## config.mk

```make
export PLATFORM = sky130hd
export DESIGN_NAME = dac_arbiter_flat
export DESIGN_NICKNAME = d
export VERILOG_FILES = /design/src/rtl/dac_arbiter_pkg.sv /design/src/rtl/dac_arbiter_if.sv /design/src/rtl/dac_arbiter_rr_arbiter.sv /design/src/rtl/dac_arbiter.sv /design/src/flat_wrapper.sv
export SDC_FILE = /design/constraint.sdc
export NUM_CORES = 1
export LEC_CHECK = 0
export ABC_AREA = 1
export CAP_MARGIN = 0
export CORE_MARGIN = 2
export CORE_UTILIZATION = 40
export DETAILED_ROUTE_END_ITERATION = 16
export PLACE_DENSITY = 0.79
export SLEW_MARGIN = 20
export SYNTH_ARGS = -nofsm -noshare
export SYNTH_HDL_FRONTEND = slang
export SYNTH_SLANG_ARGS = --single-unit
```

## constraint.sdc

```tcl
create_clock -name sclk -period 1.85 [get_ports sclk]
set_clock_uncertainty 0.15 [all_clocks]
set_input_delay 0.37 -clock sclk [delete_from_list [all_inputs] [get_ports sclk]]
set_output_delay 0.37 -clock sclk [all_outputs]
set_load 0.05 [all_outputs]
```

## src/rtl/dac_arbiter_pkg.sv

```systemverilog
// dac_pkg -- shared types and constants for the DAC arbiter slice.
//   dac_state_t : arbiter FSM state encoding (IDLE, START, WAIT, ACK)
//   DAC_WIDTH   : width of one DAC word
//   idx_w()     : index width for a requester count (minimum 1 bit)
// Optional feature macro used by this slice: DAC_ARB_TIMEOUT_EN.
package dac_pkg;

   localparam int DAC_WIDTH = 8;

   typedef enum logic [1:0] {
      ST_IDLE  = 2'd0,
      ST_START = 2'd1,
      ST_WAIT  = 2'd2,
      ST_ACK   = 2'd3
   } dac_state_t;

   function automatic int idx_w(input int n);
      return (n > 1) ? $clog2(n) : 1;
   endfunction

endpackage

```

## src/rtl/dac_arbiter_if.sv

```systemverilog
// dac_arbiter_if -- requester bus plus dac_interface handshake.
//   req[N_REQ]            : per-requester level request
//   req_data[N_REQ][8]    : per-requester DAC word
//   ack[N_REQ]            : one-cycle completion pulse
//   busy                  : arbiter not idle
//   dac_start / dac_data  : start pulse and word toward dac_interface
//   dac_done              : completion from dac_interface
//   timeout_err           : watchdog abort pulse (DAC_ARB_TIMEOUT_EN only)
// Modports: slave = arbiter side, master = requesters + dac_interface side.
interface dac_arbiter_if #(
   parameter int N_REQ = 4
);
   import dac_pkg::*;

   logic [N_REQ-1:0]                req;
   logic [N_REQ-1:0][DAC_WIDTH-1:0] req_data;
   logic [N_REQ-1:0]                ack;
   logic                            busy;
   logic                            dac_start;
   logic [DAC_WIDTH-1:0]            dac_data;
   logic                            dac_done;
`ifdef DAC_ARB_TIMEOUT_EN
   logic                            timeout_err;

   modport slave  (input  req, req_data, dac_done,
                   output ack, busy, dac_start, dac_data, timeout_err);
   modport master (output req, req_data, dac_done,
                   input  ack, busy, dac_start, dac_data, timeout_err);
`else
   modport slave  (input  req, req_data, dac_done,
                   output ack, busy, dac_start, dac_data);
   modport master (output req, req_data, dac_done,
                   input  ack, busy, dac_start, dac_data);
`endif

endinterface

```

## src/rtl/dac_arbiter_rr_arbiter.sv

```systemverilog
// rr_arbiter -- combinational round-robin pick.
//   req[N_REQ] : request vector
//   last       : index served most recently
//   vld        : at least one request is high
//   idx        : winner, first high req starting at (last+1) mod N_REQ
module rr_arbiter #(
   parameter int N_REQ = 4,
   parameter int IDXW  = 2
) (
   input  logic [N_REQ-1:0] req,
   input  logic [IDXW-1:0]  last,
   output logic             vld,
   output logic [IDXW-1:0]  idx
);

   logic [IDXW-1:0] j;

   // Walk from the farthest candidate back to the nearest so the nearest
   // high request after 'last' is the final assignment and wins.
   always_comb begin
      vld = 1'b0;
      idx = '0;
      j   = '0;
      for (int k = N_REQ; k >= 1; k--) begin
         j = IDXW'((int'(last) + k) % N_REQ);
         if (req[j]) begin
            vld = 1'b1;
            idx = j;
         end
      end
   end

endmodule

```

## src/rtl/dac_arbiter.sv

```systemverilog
// dac_arbiter -- shares one dac_interface among N_REQ requesters.
//   sclk     : clock, rising edge
//   n_reset  : asynchronous active-low reset
//   bus      : dac_arbiter_if.slave (req/req_data/ack, busy,
//              dac_start/dac_data/dac_done, timeout_err)
// Parameters: N_REQ (2..8), TIMEOUT_CYCLES (WAIT limit).
// Macro DAC_ARB_TIMEOUT_EN: enables the WAIT watchdog and timeout_err.
// FSM IDLE -> START -> WAIT -> ACK -> IDLE; all outputs registered.
module dac_arbiter
   import dac_pkg::*;
#(
   parameter int N_REQ          = 4,
   parameter int TIMEOUT_CYCLES = 64
) (
   input  logic          sclk,
   input  logic          n_reset,
   dac_arbiter_if.slave  bus
);

   localparam int IDXW = idx_w(N_REQ);

   if (N_REQ < 2 || N_REQ > 8 || TIMEOUT_CYCLES < 1) begin : g_bad_param
      $error("dac_arbiter: N_REQ must be 2..8 and TIMEOUT_CYCLES >= 1");
   end

   dac_state_t           state;
   logic [IDXW-1:0]      winner;
   logic [IDXW-1:0]      last_served;
   logic [N_REQ-1:0]     ack_q;
   logic                 busy_q;
   logic                 start_q;
   logic [DAC_WIDTH-1:0] data_q;

   logic                 pick_vld;
   logic [IDXW-1:0]      pick_idx;

   rr_arbiter #(
      .N_REQ (N_REQ),
      .IDXW  (IDXW)
   ) u_rr (
      .req  (bus.req),
      .last (last_served),
      .vld  (pick_vld),
      .idx  (pick_idx)
   );

`ifdef DAC_ARB_TIMEOUT_EN
   localparam int CW = $clog2(TIMEOUT_CYCLES + 1);
   logic [CW-1:0] wait_cnt;
   logic          terr_q;
`endif

   always_ff @(posedge sclk or negedge n_reset) begin
      if (!n_reset) begin
         state       <= ST_IDLE;
         winner      <= '0;
         last_served <= IDXW'(N_REQ - 1);
         ack_q       <= '0;
         busy_q      <= 1'b0;
         start_q     <= 1'b0;
         data_q      <= '0;
`ifdef DAC_ARB_TIMEOUT_EN
         wait_cnt    <= '0;
         terr_q      <= 1'b0;
`endif
      end else begin
         // pulses default low; each is raised for exactly one state
         ack_q   <= '0;
         start_q <= 1'b0;
`ifdef DAC_ARB_TIMEOUT_EN
         terr_q  <= 1'b0;
`endif
         case (state)
            ST_IDLE: begin
               if (pick_vld) begin
                  winner  <= pick_idx;
                  data_q  <= bus.req_data[pick_idx];
                  start_q <= 1'b1;
                  busy_q  <= 1'b1;
                  state   <= ST_START;
               end
            end
            ST_START: begin
               state <= ST_WAIT;
`ifdef DAC_ARB_TIMEOUT_EN
               wait_cnt <= '0;
`endif
            end
            ST_WAIT: begin
               if (bus.dac_done) begin
                  ack_q <= N_REQ'(1) << winner;
                  state <= ST_ACK;
               end
`ifdef DAC_ARB_TIMEOUT_EN
               // last allowed WAIT cycle: abort with ack + error together
               else if (wait_cnt == CW'(TIMEOUT_CYCLES - 1)) begin
                  ack_q  <= N_REQ'(1) << winner;
                  terr_q <= 1'b1;
                  state  <= ST_ACK;
               end else begin
                  wait_cnt <= wait_cnt + 1'b1;
               end
`endif
            end
            ST_ACK: begin
               last_served <= winner;
               busy_q      <= 1'b0;
               state       <= ST_IDLE;
            end
            default: begin
               busy_q <= 1'b0;
               state  <= ST_IDLE;
            end
         endcase
      end
   end

   assign bus.ack       = ack_q;
   assign bus.busy      = busy_q;
   assign bus.dac_start = start_q;
   assign bus.dac_data  = data_q;
`ifdef DAC_ARB_TIMEOUT_EN
   assign bus.timeout_err = terr_q;
`endif

endmodule
```

## src/flat_wrapper.sv

```systemverilog
// flat-port wrapper written by rule: the top's interface ports become plain ports
module dac_arbiter_flat import dac_pkg::*;
#(
   parameter int N_REQ          = 4,
   parameter int TIMEOUT_CYCLES = 64
)
  (sclk, n_reset, bus_req, bus_req_data, bus_dac_done, bus_ack, bus_busy, bus_dac_start, bus_dac_data);
  dac_arbiter_if #(.N_REQ(N_REQ)) bus_i ();
  input  logic sclk;
  input  logic n_reset;
  input wire logic [$bits(bus_i.req)-1:0] bus_req;
  input wire logic [$bits(bus_i.req_data)-1:0] bus_req_data;
  input wire logic [$bits(bus_i.dac_done)-1:0] bus_dac_done;
  output wire logic [$bits(bus_i.ack)-1:0] bus_ack;
  output wire logic [$bits(bus_i.busy)-1:0] bus_busy;
  output wire logic [$bits(bus_i.dac_start)-1:0] bus_dac_start;
  output wire logic [$bits(bus_i.dac_data)-1:0] bus_dac_data;
  assign bus_i.req = bus_req;
  assign bus_i.req_data = bus_req_data;
  assign bus_i.dac_done = bus_dac_done;
  assign bus_ack = bus_i.ack;
  assign bus_busy = bus_i.busy;
  assign bus_dac_start = bus_i.dac_start;
  assign bus_dac_data = bus_i.dac_data;
  dac_arbiter #(.N_REQ(N_REQ), .TIMEOUT_CYCLES(TIMEOUT_CYCLES)) u_core (.sclk(sclk), .n_reset(n_reset), .bus(bus_i));
endmodule
```

==> impl_results.md, run 1 <==
- Status: finished, violations left
- Failing checks: negative setup slack
- Syn avg cell area: around 7.0 µm²
- Post-Synthesis Cells: around 210
- Syn_nets: roughly 250
- Final net count: ~330
- Sequential area share after synthesis: 0.351
- GRT Total Usage: 0.179
- Synth async-reset ratio: 1.00
- Share of cells above drive strength 1: 0.344
- Via/cell ratio: approximately 4.6
- Number of synthesized flops with an enable pin: 0
- Largest family of logic cells by synthesized area: simple AND/OR/NAND/NOR gates
- Clock sink total: 20
- Mux contribution to synthesized area: 0
- Startpoint Class: register
- Starting Density: 0.423
- Endpoint class of the critical path: register
- N_diodes: 0
- Synth cell types: 22
- Leak: around 1.3 nW
- Grt total ovfl: 0
- R2R depth: 11
- CTS Buffer Depth: 2
- Worst R2R End: u_core.bus.dac_data[0]$_DFFE_PN0P_
- Slew headroom: 0.778
- Top Ports: 53
- Power density cells: 2010 nW/µm²
- CTS Buf Count: 3
- Synth Area in Simple Gates: 0.390
- ANT nets after route: 0
- Synth Flop Type: dfrtp_1
- Final setup fails: 14
- Placement Cell Area: ~2100 µm²
- Crit Path Class: register to register
- Top post-synthesis cells by count: nand2_1 (60), inv_1 (44), nand3_1 (30)
- Critical Path AT: 2.10 ns
- H-tree lvl count: 1
- GP Congestion: roughly 0.78
- First-pass GRT wire length: 5880 µm
- Dpl hpwl: ~2600 µm
- Hold_ws: about 0.16 ns
- Top cell type's share of synthesized area: 0.314
- Hold Path Class: input port to asynchronous set/reset pin
- CTS root buffer: clkbuf_4
- Setup TNS Final: -1.85 ns
- Peak VDD IR: about 1200 µV
- Tmin final: just over 2 ns
- Adder-Cell Fraction of Synth Area: 0.0349
- Hold Buf Count CTS: 0
- Die X: approximately 64 µm
- Worst-Margin Slew: roughly 0.33 ns
- Worst slack, placed: -0.367 ns
- Vias in the first global route: between 1000 and 1500
- Crit. Startpoint: u_core.last_served[0]$_DFFE_PN1P_
- Post-DR wirelength/cell: approximately 12 µm
- Final clock period utilization by the worst path: 1.11
- Clk_lat worst skew: around 0.3 ns
- Core Area: 3390 µm²
- FF+latch count, synth: 20
- Worst setup margin: -0.206 ns
- IO Port Bufs: 52
- Most frequent cell after synthesis: nand2_1
- F_max: ~0.49 GHz
- Worst reg2reg setup slack: -0.21 ns
- Rows: 21
- Overall die height: between 60 and 70 µm
- CTS tree: built
- Max-cap check violation count: 0
- Complex-gate fraction of the synthesized area: 0.0699
- Drt drc: 0
- Largest net degree at the start of global routing: 18
- Synth warnings: 0
- Data required time at the worst endpoint: 1.89 ns
- CTS clk-pin slew, worst paths: roughly 0.12 ns
- Max FO, Critical Path: 8
- Pre-Repair DR Iteration Count: 4
- Initial detailed-routing violation count: 66
- Design area: between 2000 and 2500 µm²
- XOR/XNOR Fraction of Synth Area: 0
- Worst r2r src: u_core.last_served[0]$_DFFE_PN1P_
- Routed vias: roughly 1500
- Hold Fails Final Rpt: 0
- Area leader, netlist: dfrtp_1
- Antenna violations before repair: 0
- Area grow syn2layout: 67.1%
- Synth Cell Area: 1430 µm²
- Die area: a little over 4000 µm²
- Post-Place Cells: ~320
- DRT Wirelength: a little under 4000 µm
- Pins Over Slew Limit: 0
- RSZ-0062 raised after global routing: true
- Finished Layout Cells: about 330
- Synth top area cells: dfrtp_1 (31%), nand2_1 (16%), inv_1 (12%), nand3_1 (10%), nand2_2 (4.8%)
cells in the final DEF (no fill, tap or decap), drive strengths merged:
| master | netlist | final |
|---|---|---|
| a21oi | 1 | 1 |
| buf | 3 | 38 |
| bufinv | 0 | 1 |
| clkbuf | 0 | 3 |
| clkdlybuf4s50 | 0 | 38 |
| dfrtp | 18 | 18 |
| dfstp | 2 | 2 |
| ha | 4 | 4 |
| inv | 48 | 48 |
| nand2 | 76 | 76 |
| nand3 | 31 | 31 |
| nor2 | 2 | 2 |
| nor3 | 1 | 1 |
| nor4 | 4 | 4 |
| o211ai | 5 | 5 |
| o21ai | 10 | 10 |
metrics by stage:
stage	utilization	total power, mW
floorplan	-	2.75
global placement	0.618	3.60
detailed placement	0.618	3.64
CTS	0.666	4.33
global route	0.706	5.14
finish	0.706	4.80
worst max-delay path, cell delays in order (launching register included):
cell and delay (ns):
dfstp_2 0.64, buf_12 0.15, o21ai_4 0.07, nand2_2 0.10, nand2_4 0.06, nand2_4 0.09
nand2_4 0.08, nand2_8 0.10, nand2_8 0.08, buf_8 0.15, o211ai_1 0.17, nand3_1 0.10
where the power goes:
group          internal [mW]  switching (mW)
Sequential             0.648           0.145
Clock                  0.219           0.139
Combinational           1.49            2.16
metal layers:
layer	track usage	routed length [µm]	share of wire
met3	0.0317	170	0.044
met1	0.216	1640	0.42
met4	0.0571	60	0.016
met5	0	0	0
met2	0.320	2000	0.52
worst max-delay path by stage:
| stage | depth (start not counted) | endpoint |
|---|---|---|
| finish | 11 | u_core.bus.dac_data[0]$_DFFE_PN0P_ |
| global route | 11 | u_core.bus.dac_data[0]$_DFFE_PN0P_ |
| CTS | 10 | u_core.bus.dac_data[0]$_DFFE_PN0P_ |
| detailed placement | 12 | u_core.bus.dac_data[2]$_DFFE_PN0P_ |
| global placement | 14 | u_core.bus.dac_data[4]$_DFFE_PN0P_ |
| floorplan | 13 | u_core.bus.dac_data[0]$_DFFE_PN0P_ |
cell families after synthesis:
logic type               Yosys count
AND/OR/NAND/NOR                  114
flip-flops                        20
AO/OA/AOI/OAI                     16
buffers and inverters             51
adder cells (fa/ha/maj)            4
timing repair:
item | CTS | global route
endpoints found under the setup margin | 13 | 14
gates cloned | 0 | 0
buffers inserted | 4 | 4
pin swaps | 4 | 19
resized for setup | 22 | 30
state kept, by name (all words and copies together), names as in the netlist:
name                  flops
u_core.winner             2
u_core.state              2
u_core.bus.ack            4
u_core.bus.busy           1
u_core.bus.dac_start      1
u_core.last_served        2
u_core.bus.dac_data       8
final cells by class:
cell class	count	area, µm²
clock inverters	1	30.0
well taps	46	57.6
fillers	267	996
flip-flops and latches	20	503
multi-input cells	134	875
clock buffers	3	22.5
inverters	48	193
repair buffers	76	713
Power figures use the tool's default switching activity.
==> run 2: changes to the inputs <==
Settings changed: ABC_CLOCK_PERIOD_IN_PS from default to 1850, CTS_CLUSTER_DIAMETER from default to 40, SKIP_CTS_REPAIR_TIMING from default to 1.
==> run 2 against run 1 <==
Net effect: sequential share of layout area down 0.44 points; the flow still finishes with violations (negative setup slack); largest power group unchanged; fmax up 0.30%; core utilization up 1.5 points; largest cell class unchanged.
==> impl_results.md, run 2 (synthesis gave the netlist of run 1 again) <==
- Status: finished, violations left
- Failing checks: negative setup slack
- Most common cell after layout, fill and taps aside: inv_1
- CTS Buffer Depth: 2
- Clk_lat worst skew: 0.30 ns
- Combinational power share: 0.767
- Endpoint class of the critical path: register
- Final clock period utilization by the worst path: 1.11
- Critical Path AT: 2.10 ns
- Clock sink total: 20
- Peak VDD IR: ~1300 µV
- Sw Share: 0.508
- Drt drc: 0
- Starting Density: 0.423
- Most common cell on crit path: nand2_2
- GRT Total Usage: 0.168
- RSZ-0062 raised after global routing: true
- Largest register FFs: 8
- CTS root buffer: clkbuf_4
- Pre-Repair DR Iteration Count: 4
- Hold Path Class: input port to asynchronous set/reset pin
- Routed vias: approximately 1500
- Startpoint Class: register
- Initial detailed-routing violation count: 72
- Seq pwr share: 0.160
- Via/cell ratio: ~4.6
- F_max: roughly 0.49 GHz
- Max-cap check violation count: 0
- Tmin final: a little over 2 ns
- Antenna violations before repair: 0
- Largest net degree at the start of global routing: 18
- CP max-delay cell: dfstp_2
- Final net count: between 300 and 400
- Slowest Stage Delay on Critical Path: roughly 0.65 ns
- Core Area: between 3000 and 4000 µm²
- Area grow syn2layout: 70.7%
- Overall die height: 63.8 µm
- Grt total ovfl: 0
- # fillers: 250
- Dpl hpwl: about 2600 µm
- Design area: ~2400 µm²
- Pint: 2.43 mW
- CTS tree: built
- Worst-Margin Slew: around 0.33 ns
- R2R depth: 13
- CTS Buf Count: 3
- Crit path cell chain: buf_12 -> nand2_2 -> nand2_1 -> nand2_2 -> nand2_2 -> inv_1 -> nand3_2 -> buf_4 -> nand3_1 -> nand3_2 -> nand2_2 -> nand2_1 -> nand2_1
- Crit path max-delay family: simple AND/OR/NAND/NOR gates
- Leak: ~1.3 nW
- Worst setup margin: -0.200 ns
- Clock power share: 0.073
- CTS clk-pin slew, worst paths: 0.12 ns
- Share of cells above drive strength 1: 0.364
- Total power: about 4.9 mW
- Pins Over Slew Limit: 0
- Rows: 21
- ANT nets after route: 0
- H-tree lvl count: 1
- Top Ports: 53
- Vias in the first global route: roughly 1300
- Slew headroom: 0.781
- Max FO, Critical Path: 5
- Power density cells: 2020 nW/µm²
- Hold_ws: roughly 0.16 ns
- Placement Cell Area: ~2100 µm²
- DRT Wirelength: a little over 4000 µm
- Psw: 2.51 mW
- Post-DR wirelength/cell: 12.3 µm
- Final setup fails: 13
- N_diodes: 0
- Data required time at the worst endpoint: around 1.9 ns
- Crit Path Class: register to register
- IO Port Bufs: 52
- CP Buf/Inv Count: 3
- Stages on worst setup path: 13
- Hold Fails Final Rpt: 0
- Most frequent cells in the layout: inv_1 (44), nand2_1 (43), clkdlybuf4s50_1 (38)
- Setup TNS Final: -1.83 ns
- First-pass GRT wire length: 5560 µm
- Die X: roughly 64 µm
- Die area: 4080 µm²
- GP Congestion: ~0.78
[run 2: changes by cell type in the layout (fill, tap and decap cells not counted), moves of 2 or more]
cell / change
nand2_4: -3
nand3_4: +2
nor2_4: -2
inv_2: -2
nand3_1: -9
buf_12: +2
inv_1: +3
nand3_2: +7
nand2_2: +4
[run 2: path summary, 6_finish.rpt]
kind,start,endpoint,slack (ns)
worst max-delay path,u_core.last_served[0]$_DFFE_PN1P_,u_core.bus.dac_data[7]$_DFFE_PN0P_,-0.20
worst min-delay path,n_reset,u_core.bus.dac_data[2]$_DFFE_PN0P_,0.16
worst max register to register,u_core.last_served[0]$_DFFE_PN1P_,u_core.bus.dac_data[7]$_DFFE_PN0P_,-0.20
worst min register to register,u_core.bus.dac_data[1]$_DFFE_PN0P_,u_core.bus.dac_data[1]$_DFFE_PN0P_,0.35
max in group asynchronous,n_reset,u_core.bus.ack[1]$_DFF_PN0_,0.89
min in group sclk,u_core.bus.dac_data[1]$_DFFE_PN0P_,u_core.bus.dac_data[1]$_DFFE_PN0P_,0.35
[run 2: layout make-up]
type,instances,area [µm²],share of cell area
clock inverter,1,30.0,0.0123
sequential,20,503,0.206
timing repair buffer,76,731,0.299
clock buffer,3,22.5,0.00921
inverter,48,188,0.0768
multi-input combinational,135,913,0.374
tap,46,57.6,0.0235
[run 2: worst reg2reg max path, cell delays in order (launching register included)]
cell and delay (ns):
dfstp_2 0.65, buf_12 0.15, nand2_2 0.07, nand2_1 0.09
nand2_2 0.09, nand2_2 0.11, inv_1 0.06, nand3_2 0.10
buf_4 0.13, nand3_1 0.11, nand3_2 0.11, nand2_2 0.05
nand2_1 0.05, nand2_1 0.05
[run 2: power groups by stage]
stage | Clock [mW] | Combinational [mW] | Sequential, mW
after detailed placement | 0 | 2.84 | 0.799
after CTS | 0.362 | 2.86 | 0.792
after global placement | 0 | 2.80 | 0.796
after floorplan | 0 | 1.59 | 1.16
after global routing | 0.374 | 4.11 | 0.811
final | 0.359 | 3.80 | 0.791
[run 2: routing by layer]
metal  GRT usage  vias to the layer above  wire length [µm]
li1            -                      790                 -
met1       0.220                      694              1760
met2       0.284                       35              2120
met3      0.0282                        5               141
met4      0.0489                        0                37
met5           0                        -                 0
[run 2: through the flow]
step	cells	utilization	setup WS [ns]
after global routing	329	0.721	-0.333
after CTS	321	0.633	-0.230
after global placement	317	0.618	-0.330
after floorplan	205	-	-0.0261
final	329	0.721	-0.200
after detailed placement	317	0.618	-0.367
==> run 3: changes to the inputs <==
Settings changed: RECOVER_POWER from default to 50.
==> run 3 against run 2 <==
Net effect: the flow still finishes with violations (negative setup slack); core utilization shrank 0.11 points; combinational power is essentially flat; global-route usage is the same; total power is essentially flat; die area is the same; cell count is the same; sequential power is essentially flat; clock-buffer cell count is the same; non-clock buffer count is the same; critical path type unchanged.
==> impl_results.md, run 3 (synthesis gave the netlist of run 1 again) <==
- Startpoint Class: register
- Design area: roughly 2400 µm²
- Most common cell after layout, fill and taps aside: inv_1
- Largest register FFs: 8
- First-pass GRT wire length: approximately 5600 µm
- Clk_lat worst skew: roughly 0.30 ns
- Status: finished, violations left
- Failing checks: negative setup slack
- CTS tree: built
- Worst setup margin: -0.200 ns
- Hold Fails Final Rpt: 0
- IO Port Bufs: 52
- Core Area: between 3000 and 4000 µm²
- Clock sink total: 20
- Final net count: 327
- Leak: 1.28 nW
- Antenna violations before repair: 0
- F_max: 0.488 GHz
- RSZ-0062 raised after global routing: true
- Fin util: 0.720
- Data required time at the worst endpoint: approximately 1.9 ns
- Final clock period utilization by the worst path: 1.11
- Peak VDD IR: ~1300 µV
- H-tree lvl count: 1
- Crit Path Class: register to register
- Pre-Repair DR Iteration Count: 4
- Placement Cell Area: 2090 µm²
- Drt drc: 0
- Via/cell ratio: 4.62
- Slew headroom: 0.503
- Max-cap check violation count: 0
- Overall die height: ~64 µm
- Worst-Margin Slew: roughly 0.75 ns
- Largest net degree at the start of global routing: 18
- Max FO, Critical Path: 5
- Critical Path AT: 2.10 ns
- Power density cells: 2030 nW/µm²
- Dpl hpwl: between 2000 and 3000 µm
- Most frequent cells in the layout: inv_1 (44), nand2_1 (43), clkdlybuf4s50_1 (37)
- Top Ports: 53
- Grt total ovfl: 0
- GRT Total Usage: 0.168
- R2R depth: 13
- Endpoint class of the critical path: register
- CTS Buffer Depth: 2
- Initial detailed-routing violation count: around 70
- Routed vias: about 1500
- Post-DR wirelength/cell: 12.3 µm
- Pins Over Slew Limit: 0
- Vias in the first global route: roughly 1300
- Starting Density: 0.423
- Tmin final: around 2.1 ns
- Die area: around 4100 µm²
- CTS clk-pin slew, worst paths: between 0.1 and 0.15 ns
- Worst reg2reg setup slack: -0.20 ns
- DRT Wirelength: 4060 µm
- # fillers: 250
- Total power: slightly below 5 mW
- N_diodes: 0
- Area grow syn2layout: 70.4%
- Rows: 21
- Final setup fails: 13
- ANT nets after route: 0
- GP Congestion: between 0.7 and 0.8
- CTS Buf Count: 3
- Die X: 63.8 µm
- Hold Path Class: input port to asynchronous set/reset pin
- Share of cells above drive strength 1: 0.360
- CTS root buffer: clkbuf_4
run 3: changes by cell type in the layout (fill, tap and decap cells not counted), sizes merged:
cell / delta
clkbuf: +1
dlygate4sd3: +1
clkdlybuf4s50: -1
buf: -1
run 3: path summary, 6_finish.rpt:
| path | startpoint | endpoint |
|---|---|---|
| min reg2reg | u_core.bus.dac_data[1]$_DFFE_PN0P_ | u_core.bus.dac_data[1]$_DFFE_PN0P_ |
| min in group sclk | u_core.bus.dac_data[1]$_DFFE_PN0P_ | u_core.bus.dac_data[1]$_DFFE_PN0P_ |
| min | n_reset | u_core.bus.dac_data[2]$_DFFE_PN0P_ |
| max in group asynchronous | n_reset | u_core.bus.ack[1]$_DFF_PN0_ |
| max reg2reg | u_core.last_served[0]$_DFFE_PN1P_ | u_core.bus.dac_data[7]$_DFFE_PN0P_ |
| max | u_core.last_served[0]$_DFFE_PN1P_ | u_core.bus.dac_data[7]$_DFFE_PN0P_ |
run 3: worst max-delay path, cell delays in order (launching register included):
cell	delay (ns)
dfstp_2	0.65
buf_12	0.15
nand2_2	0.07
nand2_1	0.09
nand2_2	0.09
nand2_2	0.11
inv_1	0.06
nand3_2	0.10
buf_4	0.13
nand3_1	0.11
nand3_2	0.11
nand2_2	0.05
nand2_1	0.05
nand2_1	0.05
run 3: final cells by class:
class	count	area [µm²]	share of cell area
Tap cell	46	57.6	0.0236
Clock buffer	3	22.5	0.00923
Clock inverter	1	30.0	0.0123
Timing Repair Buffer	76	727	0.298
Sequential cell	20	503	0.206
Multi-Input combinational cell	135	913	0.374
Inverter	48	188	0.0769
run 3: layer usage:
layer  GRT usage  up-vias  share of wire
met5           0        -              0
met4      0.0489        0         0.0081
met3      0.0282        4          0.034
met2       0.284       32           0.52
met1       0.220      691           0.43
li1            -      792              -
run 3: power by group:
group          leakage (nW)  internal (mW)  switching, mW
Clock                0.0279          0.219          0.139
Sequential            0.246          0.648          0.144
Combinational          1.01           1.57           2.23
run 3: stage by stage:
step	cells	hold WS [ns]	TNS, ns	setup slack (ns)
after floorplan	205	-0.0756	-0.114	-0.0261
after global placement	317	0.314	-3.92	-0.330
after detailed placement	317	0.328	-4.25	-0.367
after CTS	321	0.170	-2.05	-0.230
after global routing	329	0.246	-3.37	-0.333
final	329	0.229	-1.83	-0.200
==> RTL edit 1, RTL diff (settings of run 2) <==
The 4 states of `dac_state_t` get a Gray code encoding in 2 bits.
--- a/src/rtl/dac_arbiter_pkg.sv
+++ b/src/rtl/dac_arbiter_pkg.sv
@@ -10,6 +10,6 @@
    typedef enum logic [1:0] {
-      ST_IDLE  = 2'd0,
-      ST_START = 2'd1,
-      ST_WAIT  = 2'd2,
-      ST_ACK   = 2'd3
+      ST_IDLE  = 2'b00,
+      ST_START = 2'b01,
+      ST_WAIT  = 2'b11,
+      ST_ACK   = 2'b10
    } dac_state_t;
Formal check against the unedited RTL: no difference found for any inputs over 10 cycles, from zero or initial values and one cycle with n_reset low; not proved beyond that.
==> RTL edit 1 against run 2 <==
  * The flow still finishes with violations (setup timing)
  * Sequential power down 0.8%
  * Synthesized area down 11%
  * Final area down 18%
  * Die area down 10%
  * Sequential cell count unchanged
  * Worst setup slack better by 0.026 ns
  * Routed wire length down 28%
  * Power down 25%
  * Critical path depth unchanged
  * Final cell count down 11%
  * Non-clock buffer count down 9
  * Highest routed layer unchanged
==> RTL edit 1: results (changes against run 2) <==
----------------------------------------------------
[Logic synthesis]
  Total nets after synthesis ... 223 (-10%)
  Commonest cells in the netlist ... sky130_fd_sc_hd__nand2_1, sky130_fd_sc_hd__inv_1, sky130_fd_sc_hd__nand3_1
  Top cells by area in the synthesized netlist ... sky130_fd_sc_hd__dfrtp_1, sky130_fd_sc_hd__nand2_1, sky130_fd_sc_hd__inv_1
  Sequential cell area fraction in the yosys report ... 39.5% (+4.3 points)
  Distinct cells, synth ... 24 (+9.1%)

[Global route]
  GRT Overall Usage ... 17.0% (+0.22 points)
  Fraction of met2 tracks used by global routing ... 28.4% (+0.031 points)
  M3 GR Usage ... 3.62% (+0.81 points)
  Met1 capacity usage during global routing ... 22.0% (+0.024 points)
  Pin count of the biggest net entering global routing ... 21 (+3)

[Place]
  Pre-CTS setup slack ... -0.433 ns (-0.0658 ns)
  Placed standard-cell area ... 1900 um2 (-9.4%)
  Routability congestion estimate from global placement ... 0.795 (+1.4%)

[Outcome]
  Outcome ... finished with violations
  Violations in the final reports ... setup timing

[Timing]
  Finish-stage setup viols ... 9 (-4)
  Worst-case setup margin in the final layout ... -0.174 ns (+0.0262 ns)
  Setup_tns ... -1.21 ns (+0.616 ns)
  Measured slew at the worst slew-check pin ... 0.283 ns (-0.0442 ns)

[Drt]
  Amount of wire on met2 after detailed routing ... 1420 um (-33%)
  Routed wire length per instance ... 9.90 um (-20%)
  Total number of vias ... 1313 (-14%)

[Pwr]
  Pleak ... 1.06 nW (-18%)
  Largest voltage drop on the vdd net ... 806 uV (-36%)

[Setup path]
  Arr. time, crit path ... 2.06 ns (-0.04 ns)
  Crit path max fanout ... 17 (+12)

----------------------------------------------------
-- RTL edit 1: cell types whose count changed in the layout (fill, tap and decap cells not counted), moves of 3 or more --
cell / before / now
sky130_fd_sc_hd__nand2_4: 7 / 3
sky130_fd_sc_hd__buf_6: 4 / 0
sky130_fd_sc_hd__nand3_4: 3 / 0
sky130_fd_sc_hd__nand3_2: 12 / 3
sky130_fd_sc_hd__o21ai_0: 3 / 6
sky130_fd_sc_hd__o21ai_1: 4 / 0
sky130_fd_sc_hd__inv_1: 44 / 34
sky130_fd_sc_hd__or2_1: 0 / 6
sky130_fd_sc_hd__nand2_2: 25 / 12
sky130_fd_sc_hd__ha_1: 4 / 0
sky130_fd_sc_hd__nand2_1: 43 / 53
sky130_fd_sc_hd__nand3_1: 16 / 21
sky130_fd_sc_hd__buf_4: 30 / 27
-- RTL edit 1: final cells by class --
| type | instances | area share, % |
|---|---|---|
| multi-input combinational | 122 | 31.8 |
| timing repair buffer | 67 | 31.0 |
| inverter | 36 | 6.96 |
| clock inverter | 1 | 1.49 |
| sequential | 20 | 25.0 |
| tap | 44 | 2.73 |
| clock buffer | 3 | 1.12 |
-- RTL edit 1: power groups by stage --
stage / Combinational [W] / Clock [W] / Sequential [W]
floorplan: 0.00128 / 0 / 0.00115
global placement: 0.00240 / 0 / 0.000790
detailed placement: 0.00244 / 0 / 0.000786
CTS: 0.00244 / 0.000365 / 0.000784
global route: 0.00282 / 0.000382 / 0.000807
finish: 0.00255 / 0.000357 / 0.000785
-- RTL edit 1: worst register-to-register path, stage by stage, from the launching register on --
cell,delay (ns)
sky130_fd_sc_hd__dfstp_2,0.66
sky130_fd_sc_hd__inv_6,0.07
sky130_fd_sc_hd__nand2_1,0.08
sky130_fd_sc_hd__nand2_2,0.07
sky130_fd_sc_hd__nand2_2,0.06
sky130_fd_sc_hd__nand2_1,0.06
sky130_fd_sc_hd__nand2_2,0.07
sky130_fd_sc_hd__nand2_2,0.06
sky130_fd_sc_hd__nand2_4,0.07
sky130_fd_sc_hd__nand2_4,0.06
sky130_fd_sc_hd__buf_12,0.14
sky130_fd_sc_hd__or2_1,0.21
sky130_fd_sc_hd__nand3_1,0.07
sky130_fd_sc_hd__nand3_1,0.07
-- RTL edit 1: stage by stage --
step                      utilization [%]  total power [W]  hold slack (ns)
final                                65.9          0.00369            0.247
after CTS                            63.9          0.00359            0.244
after global placement               62.2          0.00319            0.309
after global routing                 65.9          0.00401            0.255
after floorplan                         -          0.00243          -0.0756
after detailed placement             62.2          0.00323            0.309
-- RTL edit 1: kinds of logic after synthesis --
group | synth area share [%]
compound gates | 7.75
buf+inv | 14.7
simple gates | 38.1
flops | 39.5
==> RTL edit 2, RTL diff (config.mk and constraints of run 2) <==
Made on the original files. `N_REQ` is set to 4 in 4 places; all go to 8.
--- a/src/rtl/dac_arbiter_if.sv
+++ b/src/rtl/dac_arbiter_if.sv
@@ -10,3 +10,3 @@
 interface dac_arbiter_if #(
-   parameter int N_REQ = 4
+   parameter int N_REQ = 8
 );
--- a/src/rtl/dac_arbiter_rr_arbiter.sv
+++ b/src/rtl/dac_arbiter_rr_arbiter.sv
@@ -6,3 +6,3 @@
 module rr_arbiter #(
-   parameter int N_REQ = 4,
+   parameter int N_REQ = 8,
    parameter int IDXW  = 2
--- a/src/rtl/dac_arbiter.sv
+++ b/src/rtl/dac_arbiter.sv
@@ -11,3 +11,3 @@
 #(
-   parameter int N_REQ          = 4,
+   parameter int N_REQ          = 8,
    parameter int TIMEOUT_CYCLES = 64
--- a/src/flat_wrapper.sv
+++ b/src/flat_wrapper.sv
@@ -3,3 +3,3 @@
 #(
-   parameter int N_REQ          = 4,
+   parameter int N_REQ          = 8,
    parameter int TIMEOUT_CYCLES = 64
Interface: changed (resized bus_ack, bus_req and bus_req_data); port bits go from 53 to 93. No check against the original RTL was run, so the function may have changed too.
==> RTL edit 2 against run 2 <==
  * The flow still finishes with violations (setup timing)
  * Sequential share of layout area down 4.5 points
  * Synthesized area up 77%
  * Routed wire length up 91%
  * Sequential cell count up 6
  * Final area up 66%
  * Worst setup slack worse by 0.59 ns
Power is not shown: default switching activity piles up to over one toggle a cycle in this logic, so the estimate is an artifact.
==> RTL edit 2: results (changes against run 2) <==
----------------------------------------------------
[Timing]
  Normalized max-slew margin ... 77.6% (-0.53 points)
  Setup_tns ... -10.89 ns (-9.06 ns)
  Finish-stage setup viols ... 15 (+2)
  Worst-case setup margin in the final layout ... -0.792 ns (-0.592 ns)

[Drt]
  M1 wire length ... 3330 um (+90%)
  Final WL ... 7740 um (+91%)
  Met3 WL ... 486 um (+240%)
  Routed wire length per instance ... 12.9 um (+4.9%)
  Violation count after the first detailed-routing iteration ... 188 (+160%)
  Amount of wire on met2 after detailed routing ... 3890 um (+84%)
  Top routing layer in use ... met4
  Total number of vias ... 3031 (+99%)

[Logic synthesis]
  Avg Synthesized Cell Area ... 6.40 um2 (-8.4%)
  Total nets after synthesis ... 476 (+92%)
  Complex-gate fraction of the synthesized area ... 3.66% (-3.3 points)
  Share of synthesized cell area in full adder, half adder and majority cells ... 2.97% (-0.52 points)
  Top cells by area in the synthesized netlist ... sky130_fd_sc_hd__dfrtp_1, sky130_fd_sc_hd__nand2_1, sky130_fd_sc_hd__nand3_1
  Distinct cells, synth ... 26 (+18%)
  Post-Synth XOR/XNOR Area ... 0.346% (+0.35 points)
  Commonest cells in the netlist ... sky130_fd_sc_hd__nand2_1, sky130_fd_sc_hd__nand3_1, sky130_fd_sc_hd__inv_1
  Sequential cell area fraction in the yosys report ... 25.9% (-9.2 points)

[Outcome]
  Outcome ... finished with violations
  Violations in the final reports ... setup timing

[Global route]
  Met1 capacity usage during global routing ... 27.9% (+5.9 points)
  Wire length of the first global-routing pass ... 12500 um (+120%)
  Pin count of the biggest net entering global routing ... 33 (+15)
  M3 GR Usage ... 3.17% (+0.35 points)
  Fraction of met2 tracks used by global routing ... 36.8% (+8.4 points)

[Cells and area]
  Area taken by multi-input logic gates ... 1650 um2 (+81%)
  Number of fill cells ... 527 (+110%)
  Proportion of layout cells with a drive suffix above 1 ... 25.4% (-11 points)
  Final net count ... 606 (+85%)

[Setup path]
  Arr. time, crit path ... 2.65 ns (+0.55 ns)
  Maximum cell stage delay along the critical path ... 0.59 ns (-0.06 ns)
  Crit path max fanout ... 9 (+4)

[Place]
  Placed standard-cell area ... 3830 um2 (+83%)
  Port Buf Inserts ... 92 (+77%)
  HPWL after detailed placement ... 5950 um (+130%)
  Number of instances in the placed design ... 588 (+85%)

[Clock tree]
  Clock tree root buffer cell ... sky130_fd_sc_hd__clkbuf_8
  Clock-pin slew on the worst setup and hold paths ... 0.09 ns (-0.03 ns)
  Latest clock arrival within the worst-skew pair ... 0.27 ns (-0.03 ns)

----------------------------------------------------
==> RTL edit 2: changes by cell type after synthesis, moves of 4 or more <==
cell,run 2,this run
sky130_fd_sc_hd__nor4_1,4,0
sky130_fd_sc_hd__buf_2,0,5
sky130_fd_sc_hd__buf_4,0,6
sky130_fd_sc_hd__inv_2,2,6
sky130_fd_sc_hd__o211ai_1,5,0
sky130_fd_sc_hd__nand2_1,60,130
sky130_fd_sc_hd__nand3_2,0,9
sky130_fd_sc_hd__nand3_1,30,80
sky130_fd_sc_hd__dfrtp_1,18,23
sky130_fd_sc_hd__nor2_1,1,12
sky130_fd_sc_hd__a21oi_1,1,8
sky130_fd_sc_hd__nand3b_1,0,25
==> RTL edit 2: worst paths after layout <==
kind                                                 endpoint  slack (ns)  cells after the start
setup reg to reg           u_core.bus.dac_data[7]$_DFFE_PN0P_       -0.79                     21
hold reg to reg            u_core.bus.dac_data[6]$_DFFE_PN0P_        0.35                      2
max in group asynchronous   u_core.last_served[1]$_DFFE_PN1P_        0.94                      2
min in group sclk          u_core.bus.dac_data[6]$_DFFE_PN0P_        0.35                      2
hold / removal                    u_core.bus.ack[3]$_DFF_PN0_        0.31                      2
setup / recovery           u_core.bus.dac_data[7]$_DFFE_PN0P_       -0.79                     21
==> RTL edit 2: final cells by class <==
type / count / area share, %
repair buffers: 141 / 33.7
well taps: 75 / 2.31
repair inverters: 1 / 0.154
clock inverters: 1 / 0.739
clock buffers: 3 / 1.02
multi-input cells: 299 / 40.6
inverters: 53 / 5.36
flip-flops and latches: 26 / 16.1
==> RTL edit 2: worst max-delay path: cells and delay by family (launching register included) <==
family	cells	cell delay [ns]
fa+ha+maj	1	0.28
buf+inv	4	0.35
simple gates	16	1.16
flops	1	0.59
